**config.mk**
```make
export PLATFORM = sky130hd
export DESIGN_NAME = md5_block_padder
export DESIGN_NICKNAME = d
export VERILOG_FILES = /design/src/rtl/md5_pkg.sv /design/src/rtl/md5_pad_insert.sv /design/src/rtl/md5_block_padder.sv
export SDC_FILE = /design/constraint.sdc
export NUM_CORES = 2
export LEC_CHECK = 0
export CAP_MARGIN = 30
export CORE_MARGIN = 3
export CORE_UTILIZATION = 50
export CTS_BUF_LIST = sky130_fd_sc_hd__clkbuf_4 sky130_fd_sc_hd__clkbuf_8
export DETAILED_ROUTE_END_ITERATION = 8
export DONT_BUFFER_PORTS = 1
export PLACE_DENSITY_LB_ADDON = 0.3
export SYNTH_ARGS = -nofsm -noshare
export SYNTH_HDL_FRONTEND = slang
export SYNTH_SLANG_ARGS = --single-unit
```
**constraint.sdc**
```tcl
create_clock -name clk -period 3.3 [get_ports clk]
set_clock_uncertainty 0.05 [all_clocks]
set_input_delay 0.165 -clock clk [delete_from_list [all_inputs] [get_ports clk]]
set_output_delay 0.165 -clock clk [all_outputs]
set_load 0.1 [all_outputs]
```
**src/rtl/md5_pkg.sv**
```systemverilog
// Shared constants and types for the MD5 block padder.
package md5_pkg;
   localparam int          MD5_BLK_W   = 512;
   localparam int          MD5_WORDS   = 16;
   localparam int          MD5_LEN_POS = 56;
   localparam logic [31:0] MD5_IV_A    = 32'h67452301;
   localparam logic [31:0] MD5_IV_B    = 32'hefcdab89;
   localparam logic [31:0] MD5_IV_C    = 32'h98badcfe;
   localparam logic [31:0] MD5_IV_D    = 32'h10325476;

   typedef enum logic {S_FILL, S_FULL} state_t;
   typedef logic [MD5_WORDS-1:0][31:0] blk_t;
endpackage

```
**src/rtl/md5_pad_insert.sv**
```systemverilog
// Zeroes the unused bytes of a final message word and places the 0x80 marker.
module md5_pad_insert (
   input  logic [31:0] word,
   input  logic [2:0]  nbytes,
   output logic [31:0] padded,
   output logic        spill
);
   logic [2:0] nb;

   assign nb    = (nbytes > 3'd4) ? 3'd4 : nbytes;
   assign spill = (nb == 3'd4);

   always_comb begin
      padded = '0;
      for (int j = 0; j < 4; j++) begin
         if (3'(j) < nb)
            padded[8*j +: 8] = word[8*j +: 8];
         else if (3'(j) == nb)
            padded[8*j +: 8] = 8'h80;
      end
   end
endmodule

```
**src/rtl/md5_block_padder.sv**
```systemverilog
// Packs a 32-bit little-endian word stream into RFC 1321 padded 512-bit blocks,
// emitting a second length-only block when the tail does not leave room for the length.
module md5_block_padder
   import md5_pkg::*;
#(
   parameter logic [31:0] IV_A = MD5_IV_A,
   parameter logic [31:0] IV_B = MD5_IV_B,
   parameter logic [31:0] IV_C = MD5_IV_C,
   parameter logic [31:0] IV_D = MD5_IV_D
) (
   input  logic                 clk,
   input  logic                 rst_n,
   input  logic [31:0]          in_data,
   input  logic                 in_valid,
   input  logic                 in_last,
   input  logic [2:0]           in_bytes,
   output logic                 in_ready,
   output logic [MD5_BLK_W-1:0] wb_out,
   output logic [31:0]          a_out,
   output logic [31:0]          b_out,
   output logic [31:0]          c_out,
   output logic [31:0]          d_out,
   output logic                 blk_first,
   output logic                 blk_last,
   output logic                 blk_valid,
   input  logic                 blk_ready
);
   state_t      state, state_n;
   blk_t        buf_q, wb_q, blk_n, pad2_blk;
   logic [3:0]  widx;
   logic [60:0] bytes_q, bytes_tot;
   logic [63:0] len_q, len_n;
   logic        first_pending, pad2, need80;
   logic [31:0] pad_word, cur_word;
   logic        spill, acc, seal, xfer, short_msg;
   logic [2:0]  nb;
   logic [6:0]  pos;

   md5_pad_insert u_pad (
      .word   (in_data),
      .nbytes (in_bytes),
      .padded (pad_word),
      .spill  (spill)
   );

   assign in_ready  = (state == S_FILL) & rst_n;
   assign acc       = in_valid & in_ready;
   assign seal      = acc & (in_last | (widx == 4'd15));
   assign xfer      = (state == S_FULL) & blk_ready;
   assign nb        = (in_bytes > 3'd4) ? 3'd4 : in_bytes;
   // pos is where the 0x80 byte lands inside the current block
   assign pos       = {1'b0, widx, 2'b00} + {4'b0, nb};
   assign short_msg = pos < 7'(MD5_LEN_POS);
   assign bytes_tot = bytes_q + {58'b0, nb};
   assign len_n     = {bytes_tot, 3'b000};
   assign cur_word  = in_last ? pad_word : in_data;

   always_comb begin
      blk_n = '0;
      for (int i = 0; i < MD5_WORDS; i++) begin
         if (4'(i) < widx)
            blk_n[i] = buf_q[i];
         else if (4'(i) == widx)
            blk_n[i] = cur_word;
         else if (in_last && spill && (5'(i) == {1'b0, widx} + 5'd1))
            blk_n[i] = 32'h0000_0080;
      end
      if (in_last && short_msg) begin
         blk_n[14] = len_n[31:0];
         blk_n[15] = len_n[63:32];
      end
   end

   always_comb begin
      pad2_blk     = '0;
      pad2_blk[0]  = need80 ? 32'h0000_0080 : 32'h0;
      pad2_blk[14] = len_q[31:0];
      pad2_blk[15] = len_q[63:32];
   end

   always_ff @(posedge clk or negedge rst_n) begin
      if (!rst_n) state <= S_FILL;
      else        state <= state_n;
   end

   always_comb begin
      state_n = state;
      case (state)
         S_FILL:  if (seal) state_n = S_FULL;
         S_FULL:  if (xfer && !pad2) state_n = S_FILL;
         default: state_n = S_FILL;
      endcase
   end

   always_ff @(posedge clk or negedge rst_n) begin
      if (!rst_n) begin
         buf_q         <= '0;
         wb_q          <= '0;
         widx          <= '0;
         bytes_q       <= '0;
         len_q         <= '0;
         first_pending <= 1'b1;
         pad2          <= 1'b0;
         need80        <= 1'b0;
         blk_first     <= 1'b0;
         blk_last      <= 1'b0;
         blk_valid     <= 1'b0;
      end else begin
         if (acc) begin
            if (!in_last) begin
               buf_q[widx] <= in_data;
               bytes_q     <= bytes_q + 61'd4;
               widx        <= widx + 4'd1;
            end else begin
               // message done: length is frozen for a possible trailing block
               bytes_q       <= '0;
               widx          <= '0;
               len_q         <= len_n;
               pad2          <= !short_msg;
               need80        <= spill && (widx == 4'd15);
               first_pending <= 1'b1;
            end
            if (seal) begin
               wb_q      <= blk_n;
               blk_valid <= 1'b1;
               blk_first <= first_pending;
               blk_last  <= in_last && short_msg;
               if (!in_last) first_pending <= 1'b0;
            end
         end
         if (xfer) begin
            if (pad2) begin
               wb_q      <= pad2_blk;
               blk_first <= 1'b0;
               blk_last  <= 1'b1;
               pad2      <= 1'b0;
            end else begin
               blk_valid <= 1'b0;
            end
         end
      end
   end

   assign wb_out = wb_q;
   assign a_out  = IV_A;
   assign b_out  = IV_B;
   assign c_out  = IV_C;
   assign d_out  = IV_D;
endmodule
```
### Word level (Yosys, flattened, before mapping)

Cells that the tools add are included.

* register bits after elaboration: 1157
* latch bits: 0
* RAM bits: 0
* memory bits (read-only): 0
* output and inout port bits: 644
* word-level logic and storage cells: 232
* memories: 0

* add/sub/neg operators: 5
* multipliers: 0
* div/mod/pow operators: 0
* magnitude comparators: 24
* equal/unequal tests: 35
* shift-type cells: 0
* muxes and demuxes: 91
* bitwise operators: 7
* reduce and logical (&&, ||, !) cells: 28

Operators with widths (number)
* $mux 512: 4
* $mux 32: 34
* $bwmux 512: 1
* $mux 8: 25
* $demux 32 s4: 1
* $mux 64: 1
* $add 61x3->61: 1
* $add 61x3->61 const B: 1
* $mux 61: 1
* $eq 4x5->1 const A: 8
* $eq 4x4->1 const A: 8
* $lt 4x4->1 const A: 8
* $logic_and 1x1->1: 21
* $mux 1: 21
* $eq 3x5->1 const A: 4
* $eq 3x4->1 const A: 4
* $lt 3x4->1 const A: 4
* $eq 2x5->1 const A: 2
* $eq 2x4->1 const A: 2
* $lt 1x4->1 const A: 2
* $lt 2x4->1 const A: 2
* $add 6x3->7: 1
* $lt 7x6->1 const B: 1
* $eq 2x3->1 const A: 2
* other kinds (23): 31

### Logic depth before layout (Yosys ltp)

* depth after elaboration: 13
* depth in mapped cells: 12
* mapped depth without buffers: 8

### Hierarchy

Synthesis repeated with hierarchy kept, for this count alone.

* cell total of the unflattened synthesis: 4902
* area total of the unflattened synthesis: 52341.4 um^2

By module, submodules not included
* md5_block_padder: times used 1, cells an instance 4862, area an instance 52056.2 um^2, sequential area each 28103.2 um^2
* md5_pad_insert: times used 1, cells an instance 40, area an instance 285.3 um^2, sequential area each 0.0 um^2

### Worst setup path before layout

OpenSTA, ideal clock, no wires.

* path kind: reg-to-reg
* from: register widx[0]
* to: register wb_q, in the netlist wb_out[471]
* setup time: 136 ps
* data arrival time: 2562 ps
* setup slack: 552 ps
* cell stages (with the launch flop): 13
* path through: dfrtp_1 -> clkbuf_1 -> clkbuf_1 -> and2_1 -> ha_1 -> xor2_1 -> nand2_1 -> o211a_1 -> clkbuf_1 -> buf_1 -> nor2_1 -> a221oi_1 -> o21ai_0

* cells in the longest elaborated chain, start to end: 8
* elaborated cells on any way between the ends: 15
* classes of those cells: 1 x add/sub; 2 x order compare; 2 x eq/ne; 7 x mux; 2 x bitwise; 1 x reduce/logical

RTL lines
* from (decl): RTL line md5_block_padder.sv:30 `logic [3:0] widx;`
* from (signal assigned): RTL line md5_block_padder.sv:113 `widx <= widx + 4'd1;`
* $add 6x3->7 or $eq 4x4->1 (tied branches): RTL line md5_block_padder.sv:52, md5_block_padder.sv:63
* $lt 7x6->1 or $mux 32 (tied branches): RTL line md5_block_padder.sv:53, md5_block_padder.sv:63
* $logic_and 1x1->1 or $mux 32 (tied branches): RTL line md5_block_padder.sv:68, md5_block_padder.sv:61
* $mux 64: RTL line md5_block_padder.sv:68 `if (in_last && short_msg) begin`
* $mux 512 *: RTL line md5_block_padder.sv:123 `if (seal) begin`
* $mux 512 *: RTL line md5_block_padder.sv:109 `if (acc) begin`
* $mux 512: RTL line md5_block_padder.sv:132 `if (pad2) begin`
* $mux 512 *: RTL line md5_block_padder.sv:131 `if (xfer) begin`
* to (signal assigned): RTL line md5_block_padder.sv:124 `wb_q <= blk_n;`
* to (signal assigned): RTL line md5_block_padder.sv:133 `wb_q <= pad2_blk;`
* to (decl): RTL line md5_block_padder.sv:29 `blk_t buf_q, wb_q, blk_n, pad2_blk;`

Mark *: on every way between the ends. The rest lies on a longest branch, timed or not.
A chain may end at the register's enable or synchronous reset.

### Worst setup path in the final report

* from: register widx[0]
* to: register buf_q[467] (netlist bit)

* cells in the longest elaborated chain, start to end: 5
* elaborated cells on any way between the ends: 6
* classes of those cells: 2 x order compare; 3 x mux; 1 x reduce/logical

RTL lines
* $lt 4x5->1 (not written as such) or $ge 4x1->1 (tied branches): RTL line md5_block_padder.sv:111 `buf_q[widx] <= in_data;`
* $logic_and 1x1->1 (not written as such): RTL line md5_block_padder.sv:111
* $mux 32 (not written as such): RTL line md5_block_padder.sv:111
* $demux 32 s4 *: RTL line md5_block_padder.sv:111
* $bwmux 512 *: RTL line md5_block_padder.sv:111
* to (signal, indexed assignment): RTL line md5_block_padder.sv:111
* to (decl): RTL line md5_block_padder.sv:29

Marks and branches as above.

==> metrics <==
status complete, but fails checks; violations in the final reports negative hold slack; Routability Congestion 0.953; post-synthesis instance total 4775; worst hold margin -0.731 ns; number of antenna violations at the first check in global routing 19; wire length of the first global-routing pass 280 mm; final-layout setup total negative slack 0 ns; placeable core region 101000 um2; grt ovf 0; number of design-rule violations left by the first detailed-router iteration 4832; Placement Rows 116; gate family responsible for the most delay along the worst path buffers and inverters; DRC violations left 0; reg-to-reg setup timing slack 0.18 ns; Syn. warnings 0; Max-slew headroom 28.2%; Reg-to-Reg End buf_q[467]; achievable frequency 321 MHz; buffer cell driving the clock tree root sky130_fd_sc_hd__clkbuf_8; # H-tree levels 4; async set or reset register ratio after synthesis 100%; number of hold violations in the final report 179; Top FF cell, synth sky130_fd_sc_hd__dfrtp_1; via density per instance 6.49; Total GRT Usage 35.8%; clock sink count 1123; worst min-delay path category in -> async; slew of the pin with the lowest slew margin 1.08 ns; CP max stage delay 0.57 ns; x dimension of the die 325 um; remaining antenna violation count 0; Yosys reg bits 1123; largest net degree at the start of global routing 1129; syn avg cell area 10.7 um2; met1 usage in global routing 47.5%; die outline area 106000 um2; Reg-to-Reg Start widx[0]; layout overhead on the synthesized area 16.2%; number of buffers on the longest clock path 3; CP Cell Sequence buf_4, inv_1, ha_1, buf_4, nand3_1, buf_4, mux2_2, dlygate4sd3_1; total I/O pin count 684; setup repair after global routing missed its margin false; Arr. time, crit path 3.84 ns; wire length reported by the detailed router 195 mm; worst setup path category reg -> reg; GR Layer Usage met2 51.6%; max-slew violation count 0; met3 Resource Use GR 12.1%; biggest fanout along the worst timing path 32; number of buffers created by CTS 186; average wire per standard cell 30.6 um; die height 325 um; Nets 4917; GR peak layer met2; clock tree from TritonCTS done; data required time at the worst endpoint 4.02 ns; later-pin clock latency in the skew report 0.88 ns; nature of the critical path startpoint flop; number of setup violations in the final report 0; count of cell types in the netlist 67; clock period minus worst slack 3.12 ns; total number of vias 41448; count of buffers from port buffering 0; MaxCap Viol Count 0; starting density of the core 50.7%; buffers plus inverters on the worst setup path 5; part of the Yosys area used for sequential elements 55.1%; Post-CTS Setup Repair Bufs 0; CP max-delay cell sky130_fd_sc_hd__dlygate4sd3_1; worst r2r path cells 8; ratio of cells with drive above 1 in the final layout 23.7%; placed wire-length estimate after detailed placement 123 mm; CP endpoint kind flop; number of global-route vias before repair 38850; cell area after synthesis 51000 um2; cell repeated most along the worst path sky130_fd_sc_hd__buf_4; 1st-pass router iterations 8; Period Utilization, post-route 94.5%; number of enable flip-flop cells after synthesis 0; clock-pin slew on the worst setup and hold paths 0.07 ns
==> layout make-up <==
cell class	instances	area, um2
flip-flops and latches	1123	28100
well taps	1357	1700
repair buffers	378	4350
diodes	15	37.5
clock inverters	35	513
clock buffers	298	3760
inverters	11	41.3
fillers	8353	41300
multi-input cells	3166	20800
==> worst max path at each step <==
| stage | start | to | slack, ns | cells past startpoint |
|---|---|---|---|---|
| detailed placement | bytes_q[2] | wb_out[508] | 0.45 | 9 |
| global placement | bytes_q[2] | wb_out[508] | 0.46 | 9 |
| CTS | widx[2] | buf_q[401] | 0.04 | 7 |
| global route | widx[0] | buf_q[466] | 0.08 | 8 |
| finish | widx[0] | buf_q[467] | 0.18 | 8 |
| floorplan | widx[0] | wb_out[471] | 0.55 | 12 |
==> cell usage in the layout (no fill, tap or decap), types with 34 or more instances in the layout <==
| cell type | count |
|---|---|
| sky130_fd_sc_hd__nand3_1 | 110 |
| sky130_fd_sc_hd__dlygate4sd3_1 | 66 |
| sky130_fd_sc_hd__nand4_1 | 36 |
| sky130_fd_sc_hd__and2_1 | 35 |
| sky130_fd_sc_hd__conb_1 | 130 |
| sky130_fd_sc_hd__nor3_1 | 380 |
| sky130_fd_sc_hd__mux2_2 | 503 |
| sky130_fd_sc_hd__o211ai_1 | 56 |
| sky130_fd_sc_hd__nor2_1 | 609 |
| sky130_fd_sc_hd__clkbuf_8 | 244 |
| sky130_fd_sc_hd__xor2_1 | 55 |
| sky130_fd_sc_hd__buf_12 | 53 |
| sky130_fd_sc_hd__buf_16 | 34 |
| sky130_fd_sc_hd__nand2_1 | 235 |
| sky130_fd_sc_hd__xnor2_1 | 50 |
| sky130_fd_sc_hd__o21ai_0 | 175 |
| sky130_fd_sc_hd__buf_4 | 202 |
| sky130_fd_sc_hd__dfrtp_1 | 1121 |
| sky130_fd_sc_hd__a221oi_1 | 335 |
| sky130_fd_sc_hd__clkbuf_4 | 54 |
| sky130_fd_sc_hd__a21oi_1 | 103 |
| sky130_fd_sc_hd__a311oi_1 | 34 |
==> stage by stage <==
stage	utilization (%)	instance area [um2]	setup slack, ns	cells	hold WS, ns
after CTS	58.3	58700	0.0357	6337	-1.00
after global routing	58.9	59300	0.0759	6377	-0.620
final	58.9	59300	0.181	6383	-0.731
after floorplan	-	51500	0.552	4903	-0.181
after detailed placement	52.9	53200	0.452	5913	-0.0927
after global placement	52.3	52600	0.461	5886	-0.0821
==> registers in the layout, summed over array words and instances, names as in the netlist <==
name / flops
blk_valid: 1
wb_out: 512
bytes_q: 59
blk_last: 1
widx: 4
buf_q: 480
state: 1
len_q: 61
first_pending: 1
blk_first: 1
pad2: 1
need80: 1
==> cell families (layout without fill, tap and decap cells) <==
kind of cell	count (synthesis)	after routing	share of synthesized area (%)
simple gates	1559	1559	13.9
flops	1123	1123	55.1
compound gates	848	848	12.1
buf+inv	614	722	5.47
mux	513	513	11.3
xor+xnor	105	105	1.80
fa+ha+maj	11	11	0.270
other cells	2	145	0.0147
==> synthesized netlist by cell type, types with 6 or more instances <==
| library cell | count | share of area [%] |
|---|---|---|
| sky130_fd_sc_hd__nand3_1 | 120 | 1.2 |
| sky130_fd_sc_hd__inv_1 | 11 | 0.081 |
| sky130_fd_sc_hd__a211oi_1 | 30 | 0.44 |
| sky130_fd_sc_hd__nand2b_1 | 13 | 0.16 |
| sky130_fd_sc_hd__xnor2_1 | 50 | 0.86 |
| sky130_fd_sc_hd__o211ai_1 | 56 | 0.82 |
| sky130_fd_sc_hd__o21a_1 | 6 | 0.088 |
| sky130_fd_sc_hd__o221ai_1 | 8 | 0.14 |
| sky130_fd_sc_hd__xor2_1 | 55 | 0.94 |
| sky130_fd_sc_hd__nor2b_1 | 12 | 0.15 |
| sky130_fd_sc_hd__o22ai_1 | 11 | 0.13 |
| sky130_fd_sc_hd__and2_1 | 38 | 0.47 |
| sky130_fd_sc_hd__buf_1 | 41 | 0.30 |
| sky130_fd_sc_hd__a22oi_1 | 30 | 0.44 |
| sky130_fd_sc_hd__clkbuf_1 | 428 | 3.1 |
| sky130_fd_sc_hd__a311oi_1 | 34 | 0.58 |
| sky130_fd_sc_hd__a221o_1 | 11 | 0.22 |
| sky130_fd_sc_hd__a21oi_1 | 103 | 1.0 |
| sky130_fd_sc_hd__nand2_1 | 238 | 1.8 |
| sky130_fd_sc_hd__buf_4 | 128 | 1.9 |
| sky130_fd_sc_hd__nor3_1 | 381 | 3.7 |
| sky130_fd_sc_hd__a221oi_1 | 335 | 5.8 |
| sky130_fd_sc_hd__mux2i_1 | 10 | 0.20 |
| sky130_fd_sc_hd__nand4_1 | 36 | 0.44 |
| sky130_fd_sc_hd__a211o_1 | 15 | 0.26 |
| sky130_fd_sc_hd__dfrtp_1 | 1122 | 55 |
| sky130_fd_sc_hd__nor2_1 | 618 | 4.5 |
| sky130_fd_sc_hd__o21ai_0 | 177 | 1.7 |
| sky130_fd_sc_hd__mux2_2 | 503 | 11 |
| sky130_fd_sc_hd__nor4_1 | 11 | 0.13 |
| sky130_fd_sc_hd__or3_1 | 26 | 0.32 |
| sky130_fd_sc_hd__and4_1 | 16 | 0.27 |
| sky130_fd_sc_hd__and3_1 | 26 | 0.32 |
| sky130_fd_sc_hd__ha_1 | 11 | 0.27 |
==> layer usage <==
metal | vias to the layer above | part of all wire [%]
li1 | 17159 | -
met1 | 21064 | 38
met2 | 2629 | 43
met3 | 594 | 12
met4 | 2 | 6.7
met5 | - | 0.0072
==> timing repair <==
| action | CTS | global route |
|---|---|---|
| endpoints found under the setup margin | 0 | 14 |
| gates resized for setup | 0 | 2 |
| endpoints found under the hold margin | 1955 | 180 |
| hold buffers | 91 | 1 |
Power is left out: the tool's default activity adds up to more than one toggle a clock period on the data nets, which glitch-free logic cannot reach.
